==> config.mk <==
export PLATFORM = sky130hd
export DESIGN_NAME = instr_fetch_ctrl
export DESIGN_NICKNAME = d
export VERILOG_FILES = /design/src/rtl/instr_fetch_ctrl_pkg.sv /design/src/rtl/instr_fetch_ctrl_fetch_queue.sv /design/src/rtl/instr_fetch_ctrl.sv
export SDC_FILE = /design/constraint.sdc
export NUM_CORES = 1
export LEC_CHECK = 0
export ABC_AREA = 1
export BUFFER_PORTS_ARGS = -buffer_cell sky130_fd_sc_hd__buf_2
export CAP_MARGIN = 20
export CORE_ASPECT_RATIO = 0.9
export CORE_MARGIN = 4
export CORE_UTILIZATION = 30
export CTS_CLUSTER_DIAMETER = 50
export DETAILED_ROUTE_END_ITERATION = 8
export SETUP_SLACK_MARGIN = 0.5
export SLEW_MARGIN = 20
export SYNTH_ARGS = -nofsm -noshare
export SYNTH_HDL_FRONTEND = slang
export SYNTH_HIERARCHICAL = 1
export SYNTH_SLANG_ARGS = --single-unit
export TNS_END_PERCENT = 10
==> constraint.sdc <==
create_clock -name clk -period 2.5 [get_ports clk]
set_clock_uncertainty 0.2 [all_clocks]
set_input_delay 0 -clock clk [delete_from_list [all_inputs] [get_ports clk]]
set_output_delay 0 -clock clk [all_outputs]
set_load 0.02 [all_outputs]
==> src/rtl/instr_fetch_ctrl_pkg.sv <==
// Shared types and constants for the instruction fetch sequencer.
// Widths, ROM depth, HALT opcode and PC helpers.
package instr_fetch_ctrl_pkg;

  localparam int ADDR_W     = 16;
  localparam int INSTR_W    = 16;
  localparam int IMEM_DEPTH = 64;
  localparam int OP_MSB     = 15;
  localparam int OP_LSB     = 12;

  localparam logic [ADDR_W-1:0] RESET_PC = 16'h0;
  localparam logic [3:0]        HALT_OP  = 4'hF;

  typedef enum logic {
    RUN  = 1'b0,
    HALT = 1'b1
  } fetch_state_e;

  typedef struct packed {
    logic [ADDR_W-1:0]  pc;
    logic [INSTR_W-1:0] instr;
  } fetch_entry_t;

  // Sequential PC step; wraps at the end of the populated ROM.
  function automatic logic [ADDR_W-1:0] pc_inc(
    input logic [ADDR_W-1:0] pc
  );
    if (pc == ADDR_W'(IMEM_DEPTH - 1))
      return '0;
    return pc + 1'b1;
  endfunction

  function automatic logic is_halt(
    input logic [INSTR_W-1:0] word
  );
    return word[OP_MSB:OP_LSB] == HALT_OP;
  endfunction

endpackage

==> src/rtl/instr_fetch_ctrl_fetch_queue.sv <==
// Two-entry prefetch FIFO of {pc, instr}.
// Head is always entry 0; flush beats push.
module fetch_queue
  import instr_fetch_ctrl_pkg::*;
(
  input  logic         clk,
  input  logic         rst,
  input  logic         push,
  input  logic         pop,
  input  logic         flush,
  input  fetch_entry_t wdata,
  output logic [1:0]   count,
  output fetch_entry_t head
);

  fetch_entry_t e0;
  fetch_entry_t e1;
  logic         push_ok;
  logic         pop_ok;

  assign pop_ok  = pop && (count != 2'd0);
  assign push_ok = push && ((count != 2'd2) || pop_ok);
  assign head    = e0;

  // Shift-style storage: pop moves entry 1 down, push fills next free slot.
  always_ff @(posedge clk) begin
    if (rst) begin
      count <= 2'd0;
      e0    <= '0;
      e1    <= '0;
    end else if (flush) begin
      count <= 2'd0;
    end else begin
      if (pop_ok && count == 2'd2)
        e0 <= e1;
      if (push_ok) begin
        if (count == 2'd0 || (count == 2'd1 && pop_ok))
          e0 <= wdata;
        else
          e1 <= wdata;
      end
      count <= count + {1'b0, push_ok} - {1'b0, pop_ok};
    end
  end

endmodule

==> src/rtl/instr_fetch_ctrl.sv <==
// Fetch sequencer: owns PC, fills the prefetch queue from the ROM,
// hands words to decode, handles redirects and HALT/resume.
module instr_fetch_ctrl
  import instr_fetch_ctrl_pkg::*;
(
  input  logic               clk,
  input  logic               rst,
  output logic [ADDR_W-1:0]  imem_addr,
  input  logic [INSTR_W-1:0] imem_data,
  input  logic               redirect_valid,
  input  logic [ADDR_W-1:0]  redirect_target,
  output logic               instr_valid,
  input  logic               instr_ready,
  output logic [INSTR_W-1:0] instr,
  output logic [ADDR_W-1:0]  instr_pc,
  output logic               halted,
  input  logic               resume,
  output logic [15:0]        fetch_count
);

  fetch_state_e      state;
  logic [ADDR_W-1:0] pc;
  logic [1:0]        count;
  logic [1:0]        count_d;
  fetch_entry_t      head;
  fetch_entry_t      wdata;
  logic              push;
  logic              pop;
  logic              halt_d;

  assign imem_addr   = pc;
  assign instr_valid = count != 2'd0;
  assign instr       = head.instr;
  assign instr_pc    = head.pc;
  assign pop         = instr_valid && instr_ready;
  assign wdata       = '{pc: pc, instr: imem_data};

  // Push while running with room, or when full and the head leaves.
  always_comb begin
    push = 1'b0;
    if (state == RUN && !redirect_valid)
      push = (count != 2'd2) || pop;
  end

  // Next queue occupancy and next HALT state, used for the halted flag.
  always_comb begin
    count_d = count;
    halt_d  = 1'b0;
    unique case (1'b1)
      redirect_valid: begin
        count_d = 2'd0;
        halt_d  = 1'b0;
      end
      default: begin
        count_d = count + {1'b0, push} - {1'b0, pop};
        halt_d  = (state == HALT && !resume) ||
                  (push && is_halt(imem_data));
      end
    endcase
  end

  // PC, run/halt FSM, halted flag and saturating push counter.
  always_ff @(posedge clk) begin
    if (rst) begin
      pc          <= RESET_PC;
      state       <= RUN;
      halted      <= 1'b0;
      fetch_count <= 16'h0;
    end else begin
      halted <= halt_d && (count_d == 2'd0);
      if (push && fetch_count != 16'hFFFF)
        fetch_count <= fetch_count + 16'h1;
      if (redirect_valid) begin
        pc    <= redirect_target;
        state <= RUN;
      end else begin
        if (push)
          pc <= pc_inc(pc);
        case (state)
          RUN: begin
            if (push && is_halt(imem_data))
              state <= HALT;
          end
          HALT: begin
            if (resume)
              state <= RUN;
          end
          default: state <= RUN;
        endcase
      end
    end
  end

  fetch_queue u_queue (
    .clk   (clk),
    .rst   (rst),
    .push  (push),
    .pop   (pop),
    .flush (redirect_valid),
    .wdata (wdata),
    .count (count),
    .head  (head)
  );

endmodule

# Yosys cells after proc, flatten, opt, wreduce, memory -nomap -nowiden
# Cells that the tools add are included.
# totals
elab_cells	63
input_bits	37
register_bits	100
# classes
addsub	6
n_bitwise	3
eq_ne	6
n_reduce_logical	22
n_mux	17
# ops
op	count
$mux W32	3
$mux W16	4
$add A16 B1 Y16 const B	2
$eq A16 B6 Y1 const B	1
$ne A16 B16 Y1 const B	1
$logic_and A1 B1 Y1	10
$mux W1	8
$add A2 B1 Y2	2
$eq A4 B4 Y1 const B	1
$logic_not A2 Y1	2
$logic_or A1 B1 Y1	4
$reduce_bool A2 Y1	2
$sub A2 B1 Y2	2
$not A1 Y1	3
$reduce_and A3 Y1	1
$eq A2 B1 Y1 const B	1
$eq A2 B2 Y1 const B	1
$logic_not A1 Y1	2
$mux W2	1
$ne A2 B2 Y1 const B	1
$pmux W1 S2	1
$reduce_or A2 Y1	1

# Longest topological paths before layout
# Gate-level depths: netlist (run 1).
# depth
depth_word	10
mapped_depth	15
ltp_nobuf	13

# Cells and area by module
# Netlist (run 1), hierarchy kept.
# by_module_without_submodules
mod	seq_area_each_um2	area_each_um2	instances	cells_each
fetch_queue	1321.3	3457.1	1	579
instr_fetch_ctrl	680.7	2214.6	1	356

# Least setup slack after synthesis (run 1)
# No wires, ideal clock.
# synth_path
path_kind	register to register
start	register u_queue.count[1]
end	register u_queue.count[1]
t_arrival_ns	1.899
setup_ns	0.113
path_buffers	2
setup_slack_ns	0.288
stages_incl_launch_ff	15
synth_period_minus_slack_ns	2.212
cell_sequence	dfxtp_1 > nand3_1 > nand3_2 > inv_2 > buf_2 > nand2_1 > inv_1 > buf_2 > o21ai_0 > nand2_1 > ha_1 > xnor2_1 > nand2_1 > nand2_1 > nor2_1
# synth_between
elab_chain_len	7
# synth_rtl
item	line	text
start: declaration	instr_fetch_ctrl_fetch_queue.sv:12	output logic [1:0] count,
start signal: assignment	instr_fetch_ctrl_fetch_queue.sv:42	count <= count + {1'b0, push_ok} - {1'b0, pop_ok};
$reduce_bool A2 Y1	instr_fetch_ctrl.sv:32	assign instr_valid = count != 2'd0;
$logic_and A1 B1 Y1	instr_fetch_ctrl.sv:35	assign pop = instr_valid && instr_ready;
$logic_or A1 B1 Y1 *	instr_fetch_ctrl.sv:42	push = (count != 2'd2) || pop;
$mux W1 *	instr_fetch_ctrl.sv:41	if (state == RUN && !redirect_valid)
named net push	instr_fetch_ctrl.sv:27	logic push;
$logic_and A1 B1 Y1 *	instr_fetch_ctrl_fetch_queue.sv:22	assign push_ok = push && ((count != 2'd2) || pop_ok);
$add A2 B1 Y2 *	instr_fetch_ctrl_fetch_queue.sv:42	
$sub A2 B1 Y2 *	instr_fetch_ctrl_fetch_queue.sv:42	
# The timed path passes the listed nets; every way through them passes the cells marked *.
# A chain may end at the register's enable or synchronous reset.

# Worst setup path in the final report (run 1)
# layout_path
start	register u_queue.count[1]
end	register u_queue/e1[19] (netlist bit)
# layout_between
elab_chain_len	7
# layout_rtl
item	line	text
$reduce_bool A2 Y1 *	instr_fetch_ctrl.sv:32	
$logic_and A1 B1 Y1 *	instr_fetch_ctrl.sv:35	
named net pop	instr_fetch_ctrl.sv:28	logic pop;
$logic_and A1 B1 Y1	instr_fetch_ctrl_fetch_queue.sv:21	assign pop_ok = pop && (count != 2'd0);
$logic_and A1 B1 Y1	instr_fetch_ctrl_fetch_queue.sv:37	if (count == 2'd0 || (count == 2'd1 && pop_ok))
$logic_or A1 B1 Y1	instr_fetch_ctrl_fetch_queue.sv:37	
$not A1 Y1 (no source line)	--	
$reduce_and A3 Y1 (no source line) *	--	
end signal: assignment	instr_fetch_ctrl_fetch_queue.sv:40	e1 <= wdata;
end: declaration	instr_fetch_ctrl_fetch_queue.sv:17	fetch_entry_t e1;
# Marks and branches as above.

==> results of run 1 <==
-- path summary, 6_finish.rpt --
path / end / cells past startpoint
setup reg to reg: u_queue/e1[19]$_SDFFE_PP0P_ / 8
setup / recovery: u_queue/e1[19]$_SDFFE_PP0P_ / 8
hold reg to reg: u_queue/head[29]$_SDFFE_PP0N_ / 2
hold / removal: imem_addr[8]$_SDFFE_PP0P_ / 6
-- flip-flops by register name, indices dropped and copies added, names as in the netlist --
register	flops
fetch_count	16
halted	1
u_queue/e1	32
imem_addr	16
u_queue/count	2
u_queue/head	32
state	1
-- cells by family (layout without fill, tap and decap cells) --
group	count (synthesis)	in the layout	synth area share (%)
simple gates	597	598	44.2
compound gates	53	53	5.32
flops	100	100	35.3
xor+xnor	11	11	1.70
buf+inv	169	300	12.4
fa+ha+maj	5	5	1.10
-- synth_stat cells, drive strengths merged --
| master | instances | area (um^2) |
|---|---|---|
| xnor2 | 5 | 43.8 |
| buf | 32 | 188 |
| ha | 5 | 62.6 |
| nand2 | 328 | 1240 |
| nor3 | 8 | 40.0 |
| and3 | 2 | 12.5 |
| nand3b | 1 | 7.51 |
| nand4 | 13 | 81.3 |
| xor2 | 6 | 52.6 |
| nand3 | 129 | 663 |
| o21bai | 2 | 15.0 |
| o22ai | 1 | 6.26 |
| a21oi | 24 | 135 |
| clkbuf | 12 | 45.0 |
| inv | 125 | 472 |
| a31oi | 3 | 18.8 |
| dfxtp | 100 | 2000 |
| o21ai | 23 | 126 |
| nor2 | 113 | 442 |
| nor3b | 3 | 22.5 |
-- area by class of cell --
cell class | count | share of cell area, %
Timing Repair Buffer | 159 | 14.6
Clock buffer | 10 | 3.35
Inverter | 125 | 6.72
Multi-Input combinational cell | 667 | 42.2
Clock inverter | 6 | 0.684
Tap cell | 245 | 4.30
Sequential cell | 100 | 28.1
-- worst register-to-register path: cells and delay by family, from the launching register on --
family                 cells  cell delay [ns]
AO/OA/AOI/OAI              1             0.08
buffers and inverters      1             0.11
flip-flops                 1             0.38
AND/OR/NAND/NOR            6             1.17
-- power by group through the flow --
stage                     Clock [W]  Combinational (W)  Sequential, W
after floorplan                   0           0.000374        0.00183
after global placement            0           0.000619        0.00178
after detailed placement          0           0.000623        0.00178
after CTS                   0.00142           0.000678        0.00174
after global routing        0.00148           0.000767        0.00176
final                       0.00137           0.000678        0.00174
-- per-layer routing --
layer	up-vias	global-route usage (%)	share of wire, %
met5	-	0	0
met4	0	4.83	1.7
met3	23	4.19	5.3
met2	122	25.8	44
met1	2718	21.8	49
li1	3145	-	-
-- timing repair --
| action | in CTS | in global routing |
|---|---|---|
| gates cloned | 0 | 1 |
| endpoints found under the hold margin | 55 | 0 |
| setup endpoints to repair | 35 | 81 |
| hold buffers | 41 | 0 |
| gates resized for setup | 3 | 1 |
-- metrics by stage --
step                      util [%]  area, um^2  hold slack [ns]  cells
after detailed placement      34.7        6410           0.0953   1254
after floorplan                  -        5710           -0.132    935
after global routing          38.6        7130           0.0644   1312
final                         38.6        7130           0.0349   1312
after CTS                     38.6        7120           0.0218   1311
after global placement        34.7        6410           0.0800   1254
==> results.ini, run 1 <==
[routing]
drt-total-wl_um=17100
drt-vias-per-instance=4.58
drc=0
via_count=6008
antenna_left=0
drt_iter0_drc=350
drt_first_pass_iters=4
wl_per_cell_um=13.0

[floorplanning]
boundaryPins=103
initial_utilization_pct=30.7
core_um2=18500
row_count=47
die-area_um2=21200
fp.dieH_um=138
chipWidth_um=153

[critical_path]
slowest_stage=nor2_2
path_cells=inv_1 > a21oi_4 > nand2_1 > nand2_2 > nor2_2 > nand3_1 > nand2_1 > nor2_1
arrival_ns=2.10
cp_max_fo=16
crit_start=u_queue/count[1]$_SDFF_PP0_
slowest_delay_ns=0.68
ff2ff_setup_slack_ns=0.45
crit_required_ns=2.55
cp-start-kind=register
crit_top_cell=nand2_1
cpLargestDelayFamily=simple AND/OR/NAND/NOR gates
cp-end-kind=register
path_buf_inv=1
reg2reg_from=u_queue/count[1]$_SDFF_PP0_
crit_type=register to register

[logic_synthesis]
ys_seq_area_share_pct=35.3
yosys_warnings=6
postSynthAreaPerCell_um2=6.07
syn_area_um2=5670
synthCells=935
syn_nets=977
synth_cell_types=33
ys_ff_latch=100

[grt]
antenna_found_initial=0
grt_max_degree=34
grt_pass1_wl_um=28800
grt_pass1_vias=5739
gr-usage-all-layers_pct=16.2
overflow=0

[worst_hold_path]
worstHoldStart=redirect_valid
hp-class=primary input to register

[power_and_ir_drop]
finalPower_w=0.00379
seq_power_share_pct=46.0
irDropWorstVdd_v=0.000298
power.leakage_nw=3.55
p_sw_w=0.00116
p_int_w=0.00263
power.density_nw_per_um2=531
power_frac_comb_pct=17.9
clockPowerShare_pct=36.2
swShare_pct=30.5

[final_layout]
multi_input_area_um2=3010
mostFrequentLayoutCell=nand2_1
finalNetCount=1104
n_antenna_cell=0
layout_common_cells=325 x nand2_1, 126 x nand3_1, 119 x inv_1
fillers=2021
drive_above_1_share_pct=15.0
area_delta_synth_final_pct=25.8
regArea_um2=2010

[place]
pre_cts_slack_ns=0.415
dp_hpwl_um=11400
gp_congestion=0.910
portBuffers=102

[timing]
tightest_slew_ns=0.876
max_freq_ghz=0.487
fin_crit_ns=2.05
finalSetupViolCount=0
slew_violations=0
period_share_pct=82.1
rsz0062_at_grt=yes
hold_viol_final=0
tns_ns=0
relSlewSlack_pct=41.5
setup_slack_ns=0.448

[clocking]
cts_root_buf=clkbuf_16
cts_setup_buffers=0
cts_tree=done
clkSinkCount=100
insertion_delay_ns=0.35
cts_buffers=9
cts.htree.levels=3
clock_path_buffers=2
clk_pin_slew_ns=0.07

[status]
status=completed

[run]
drv_cap=0

Power figures use the tool's default switching activity.
==> inputs of run 2 (changes only) <==
Clock period 2.5 ns to 1.7 ns, I/O delays scaled along.
==> results.ini, run 2 (synthesis results as in run 1) <==
[timing]
period_share_pct=103  ; was 82.1%
setup_slack_ns=-0.0486  ; was 0.448 ns
relSlewSlack_pct=66.2  ; was 41.5%
tightest_slew_ns=0.506  ; was 0.876 ns
fin_crit_ns=1.75  ; was 2.05 ns
slew_violations=0  ; unchanged
rsz0062_at_grt=yes  ; unchanged
max_freq_ghz=0.572  ; was 0.487 GHz
hold_viol_final=0  ; unchanged
finalSetupViolCount=26  ; was 0

[place]
gp_congestion=0.847  ; was 0.910
dpl_cell_area_um2=6990  ; was 6410 um^2
placed_cells=1302  ; was 1,254
portBuffers=102  ; unchanged
dp_hpwl_um=12100  ; was 11,400 um

[critical_path]
cpLargestDelayFamily=buffers and inverters  ; was simple AND/OR/NAND/NOR gates
crit_cells=11  ; was 8
ff2ff_setup_slack_ns=-0.05  ; was 0.45 ns
cp-start-kind=register  ; unchanged
r2r_end=u_queue/e1[23]$_SDFFE_PP0P_  ; was u_queue/e1[19]$_SDFFE_PP0P_
r2r_cells=11  ; was 8
cp-end-kind=register  ; unchanged
reg2reg_from=u_queue/count[1]$_SDFF_PP0_  ; unchanged
path_buf_inv=5  ; was 1
path_cells=buf_6 > nand3_4 > nand3_4 > inv_4 > nand2_4 > buf_4 > nor2_4 > buf_6 > clkbuf_16 > nor2_1 > nor2_1  ; was inv_1 > a21oi_4 > nand2_1 > nand2_2 > nor2_2 > nand3_1 > nand2_1 > nor2_1
slowest_delay_ns=0.36  ; was 0.68 ns
cp_max_fo=5  ; was 16
crit_type=register to register  ; unchanged
crit_required_ns=1.79  ; was 2.55 ns
slowest_stage=dfxtp_4  ; was nor2_2
arrival_ns=1.84  ; was 2.10 ns

[worst_hold_path]
holdPathStages=4  ; was 6
hp-class=primary input to register  ; unchanged
min_to=u_queue/e1[17]$_SDFFE_PP0P_  ; was imem_addr[8]$_SDFFE_PP0P_
worstHoldStart=rst  ; was redirect_valid

[floorplanning]
core_um2=18500  ; unchanged
die-area_um2=21200  ; unchanged
boundaryPins=103  ; unchanged
chipWidth_um=153  ; unchanged
initial_utilization_pct=30.7  ; unchanged
fp.dieH_um=138  ; unchanged
row_count=47  ; unchanged

[routing]
wl_per_cell_um=13.2  ; was 13.0 um
drt-vias-per-instance=4.53  ; was 4.58
drc=0  ; unchanged
drt_first_pass_iters=5  ; was 4
via_count=6182  ; was 6,008
drt_iter0_drc=353  ; was 350
antenna_left=0  ; unchanged
drt-total-wl_um=18000  ; was 17,100 um

[final_layout]
area_delta_synth_final_pct=44.3  ; was 25.8%
n_antenna_cell=0  ; unchanged
mostFrequentLayoutCell=nand2_1  ; unchanged
fillers=1926  ; was 2,021
drive_above_1_share_pct=25.7  ; was 15.0%
fin_area_um2=8190  ; was 7130 um^2
finalNetCount=1158  ; was 1,104
layout_common_cells=316 x nand2_1, 123 x nand3_1, 115 x inv_1  ; was 325 x nand2_1, 126 x nand3_1, 119 x inv_1
stdcell_count=1366  ; was 1,312
utilization_pct=44.3  ; was 38.6%

[clocking]
cts_buffers=9  ; unchanged
insertion_delay_ns=0.35  ; about the same
clkSinkCount=100  ; unchanged
clk_pin_slew_ns=0.07  ; about the same
cts_tree=done  ; unchanged
clock_path_buffers=2  ; unchanged
cts.htree.levels=3  ; unchanged
cts_root_buf=clkbuf_16  ; unchanged

[grt]
grt_max_degree=34  ; unchanged
grt_pass1_wl_um=29600  ; was 28,800 um
grt_pass1_vias=5861  ; was 5,739
overflow=0  ; unchanged
gr-usage-all-layers_pct=16.7  ; was 16.2%
antenna_found_initial=0  ; unchanged

[power_and_ir_drop]
power.density_nw_per_um2=697  ; was 531 nW/um^2
power.leakage_nw=4.04  ; was 3.55 nW
finalPower_w=0.00571  ; was 0.00379 W
irDropWorstVdd_v=0.000497  ; was 0.000298 V

[status]
status=complete, but fails checks  ; was completed
failed_checks=setup timing

[run]
drv_cap=0  ; unchanged

run 2: cell count changes in the layout (fill, tap and decap cells not counted), moves of 9 or more:
cell and change:
buf_6 +33, buf_4 +27, dfxtp_1 -27, buf_2 -18
dfxtp_2 +18, o21ai_0 -14, buf_12 +12, dfxtp_4 +9
nand2_1 -9, nor2_1 -9, o21ai_1 +9
run 2: metal layers:
metal,share of wire [%],vias up,global-route usage [%]
li1,-,3264,-
met1,46,2763,21.5
met2,46,132,27.4
met3,5.7,23,5.09
met4,2.0,0,4.59
met5,0,-,0
run 2: worst register-to-register path, delay by kind of cell, from the launching register on:
| kind | cells | cell delay [ns] |
|---|---|---|
| and+or+nand+nor | 6 | 0.49 |
| buffers and inverters | 5 | 0.64 |
| DFF | 1 | 0.36 |
run 2: worst max-delay path by stage:
| stage | start | to | slack, ns |
|---|---|---|---|
| 2_1_floorplan | u_queue/count[0]$_SDFF_PP0_ | u_queue/count[1]$_SDFF_PP0_ | -0.23 |
| 3_3_place_gp | u_queue/count[1]$_SDFF_PP0_ | u_queue/count[1]$_SDFF_PP0_ | -0.08 |
| 3_5_place_dp | u_queue/count[1]$_SDFF_PP0_ | u_queue/count[1]$_SDFF_PP0_ | -0.09 |
| 5_1_grt | u_queue/count[0]$_SDFF_PP0_ | u_queue/count[1]$_SDFF_PP0_ | -0.14 |
| 6_report | u_queue/count[1]$_SDFF_PP0_ | u_queue/e1[23]$_SDFFE_PP0P_ | -0.05 |
| 4_1_cts | u_queue/count[1]$_SDFF_PP0_ | u_queue/count[1]$_SDFF_PP0_ | -0.01 |
run 2: power breakdown:
group / total [W] / switching (W) / internal (W)
Combinational: 0.00121 / 0.000685 / 0.000521
Sequential: 0.00255 / 0.000102 / 0.00245
Clock: 0.00195 / 0.000942 / 0.00100
run 2: cell type report:
class	count	area (um^2)	area share [%]
Multi-Input combinational cell	666	3240	39.5
Tap cell	245	307	3.74
Clock buffer	11	233	2.84
Clock inverter	5	36.3	0.443
Timing Repair Buffer	214	1830	22.4
Sequential cell	100	2060	25.2
Inverter	125	477	5.82
run 2: what timing repair did:
item                                   in CTS  in global routing
endpoints found under the hold margin      55                  0
buffers inserted                            4                  2
pin swaps                                  31                 24
resized for setup                          87                 62
hold buffers                               38                  0
cloned                                      2                  2
setup endpoints to repair                 119                119
run 2: metrics by stage:
stage / setup WS (ns) / hold WS (ns) / TNS (ns)
floorplan: -0.229 / -0.139 / -0.403
finish: -0.0486 / 0.0214 / -0.542
CTS: -0.00997 / 0.000312 / -0.0172
detailed placement: -0.0948 / 0.0858 / -1.46
global route: -0.137 / 0.0456 / -5.92
global placement: -0.0814 / 0.0846 / -0.263
==> inputs of run 3 (changes only) <==
--- a/config.mk
+++ b/config.mk
@@ -14,5 +14,5 @@
 export CTS_CLUSTER_DIAMETER = 50
 export DETAILED_ROUTE_END_ITERATION = 8
-export SETUP_SLACK_MARGIN = 0.5
+export SETUP_SLACK_MARGIN = 0.3
 export SLEW_MARGIN = 20
 export SYNTH_ARGS = -nofsm -noshare
==> constraint.sdc (replaced) <==
create_clock -name clk -period 1.7 [get_ports clk]
set_clock_uncertainty 0.2 [all_clocks]
set_input_delay 0 -clock clk [delete_from_list [all_inputs] [get_ports clk]]
set_output_delay 0 -clock clk [all_outputs]
set_load 0.1 [all_outputs]
==> results.ini, run 3 (synthesis results as in run 1) <==
[status]
status=complete, but fails checks  ; unchanged
failed_checks=hold timing, setup timing  ; was setup timing

[place]
portBuffers=102  ; unchanged
gp_congestion=0.800  ; was 0.847
dp_hpwl_um=11800  ; was 12,100 um

[timing]
fin_crit_ns=1.81  ; was 1.75 ns
holdWs_ns=-0.0861  ; was 0.0214 ns
hold_viol_final=1  ; was 0
relSlewSlack_pct=44.5  ; was 66.2%
tightest_slew_ns=0.830  ; was 0.506 ns
rsz0062_at_grt=yes  ; unchanged
period_share_pct=106  ; was 103%
slew_violations=0  ; unchanged
finalSetupViolCount=40  ; was 26
max_freq_ghz=0.553  ; was 0.572 GHz
setup_slack_ns=-0.110  ; was -0.0486 ns

[routing]
via_count=6259  ; was 6,182
drt_iter0_drc=287  ; was 353
wl_per_cell_um=13.4  ; was 13.2 um
antenna_left=0  ; unchanged
drt-vias-per-instance=4.59  ; was 4.53
drt_first_pass_iters=4  ; was 5
drt-total-wl_um=18300  ; was 18,000 um
drc=0  ; unchanged

[critical_path]
reg2reg_from=u_queue/count[0]$_SDFF_PP0_  ; was u_queue/count[1]$_SDFF_PP0_
r2r_end=u_queue/count[1]$_SDFF_PP0_  ; was u_queue/e1[23]$_SDFFE_PP0P_
cp-start-kind=register  ; unchanged
arrival_ns=1.86  ; was 1.84 ns
ff2ff_setup_slack_ns=-0.11  ; was -0.05 ns
cp_max_fo=3  ; was 5
r2r_cells=11  ; unchanged
crit_type=register to register  ; unchanged
crit_required_ns=1.75  ; was 1.79 ns
cp-end-kind=register  ; unchanged

[floorplanning]
initial_utilization_pct=30.7  ; unchanged
fp.dieH_um=138  ; unchanged
row_count=47  ; unchanged
core_um2=18500  ; unchanged
die-area_um2=21200  ; unchanged
chipWidth_um=153  ; unchanged
boundaryPins=103  ; unchanged

[clocking]
clk_pin_slew_ns=0.08  ; was 0.07 ns
insertion_delay_ns=0.35  ; about the same
cts_root_buf=clkbuf_16  ; unchanged
cts_tree=done  ; unchanged
clock_path_buffers=2  ; unchanged
cts_buffers=9  ; unchanged
clkSinkCount=100  ; unchanged
cts.htree.levels=3  ; unchanged

[run]
drv_cap=0  ; unchanged

[grt]
overflow=0  ; unchanged
antenna_found_initial=1  ; was 0
grt_pass1_wl_um=29900  ; was 29,600 um
grt_max_degree=33  ; was 34
grt_pass1_vias=5973  ; was 5,861
gr-usage-all-layers_pct=16.8  ; was 16.7%

[worst_hold_path]
worstHoldStart=rst  ; unchanged
min_to=u_queue/head[18]$_SDFFE_PP0N_  ; was u_queue/e1[17]$_SDFFE_PP0P_
holdPathStages=6  ; was 4
hp-class=primary input to register  ; unchanged

[final_layout]
fillers=1826  ; was 1,926
n_antenna_cell=0  ; unchanged
drive_above_1_share_pct=29.4  ; was 25.7%
area_delta_synth_final_pct=50.0  ; was 44.3%
finalNetCount=1156  ; was 1,158
layout_common_cells=304 x nand2_1, 111 x inv_1, 97 x nor2_1  ; was 316 x nand2_1, 123 x nand3_1, 115 x inv_1
utilization_pct=46.1  ; was 44.3%
mostFrequentLayoutCell=nand2_1  ; unchanged

[power_and_ir_drop]
irDropWorstVdd_v=0.000499  ; was 0.000497 V
power.leakage_nw=4.08  ; was 4.04 nW
power.density_nw_per_um2=772  ; was 697 nW/um^2

==> run 3: layout make-up <==
class | count | area, um^2 | area share, %
flip-flops and latches | 100 | 2090 | 24.5
clock buffers | 10 | 229 | 2.69
repair buffers | 212 | 1860 | 21.9
clock inverters | 6 | 76.3 | 0.897
well taps | 245 | 307 | 3.60
inverters | 125 | 487 | 5.72
multi-input cells | 666 | 3460 | 40.7
==> run 3: how the worst max path moves through the flow <==
stage                                     start                     endpoint  slack (ns)  cells past startpoint
floorplan           u_queue/count[0]$_SDFF_PP0_  u_queue/count[1]$_SDFF_PP0_       -0.23                     15
global placement    u_queue/count[0]$_SDFF_PP0_  u_queue/count[1]$_SDFF_PP0_       -0.04                     12
detailed placement  u_queue/count[0]$_SDFF_PP0_  u_queue/count[1]$_SDFF_PP0_       -0.09                     11
CTS                 u_queue/count[1]$_SDFF_PP0_  u_queue/count[1]$_SDFF_PP0_       -0.04                     12
global route        u_queue/count[0]$_SDFF_PP0_  u_queue/count[1]$_SDFF_PP0_       -0.22                     11
finish              u_queue/count[0]$_SDFF_PP0_  u_queue/count[1]$_SDFF_PP0_       -0.11                     11
==> run 3: per-layer routing <==
| metal | vias to the layer above | GRT usage [%] | share of wire, % |
|---|---|---|---|
| met4 | 2 | 5.20 | 1.9 |
| met2 | 139 | 27.6 | 46 |
| met3 | 22 | 4.09 | 5.6 |
| met5 | - | 0 | 0.038 |
| li1 | 3268 | - | - |
| met1 | 2828 | 22.0 | 46 |
==> run 3: repair_timing <==
action                                  CTS  global route
endpoints found under the setup margin  120           120
gates resized for setup                 113            73
hold endpoints to repair                 59             3
pin swaps                                45            50
hold buffers                             39             5
setup buffers                            10             2
cloned                                    2             3
==> run 3: stage by stage <==
stage | setup TNS (ns) | std cells | setup WS, ns | power [W] | cell area, um^2
floorplan | -3.17 | 935 | -0.231 | 0.00374 | 5860
global placement | -0.0857 | 1287 | -0.0422 | 0.00411 | 6920
detailed placement | -1.48 | 1287 | -0.0930 | 0.00411 | 6920
CTS | -0.225 | 1354 | -0.0432 | 0.00653 | 8100
global route | -6.56 | 1364 | -0.216 | 0.00689 | 8510
finish | -0.661 | 1364 | -0.110 | 0.00657 | 8510
==> run 3: worst max-delay path: stages, from the launching register on <==
cell	delay, ns
dfxtp_2	0.37
inv_4	0.06
a21oi_4	0.16
inv_2	0.07
buf_6	0.12
nor2_4	0.09
nand2_2	0.07
buf_4	0.13
buf_4	0.12
buf_4	0.12
nor2_1	0.13
nor2_1	0.07
==> run 3: report_power, final <==
group          total, W  switching [W]  internal (W)  leakage (nW)
combinational   0.00185        0.00124      0.000601          3.09
sequential      0.00254       0.000112       0.00243         0.834
clock           0.00218        0.00100       0.00118         0.152
total           0.00657        0.00236       0.00421          4.08
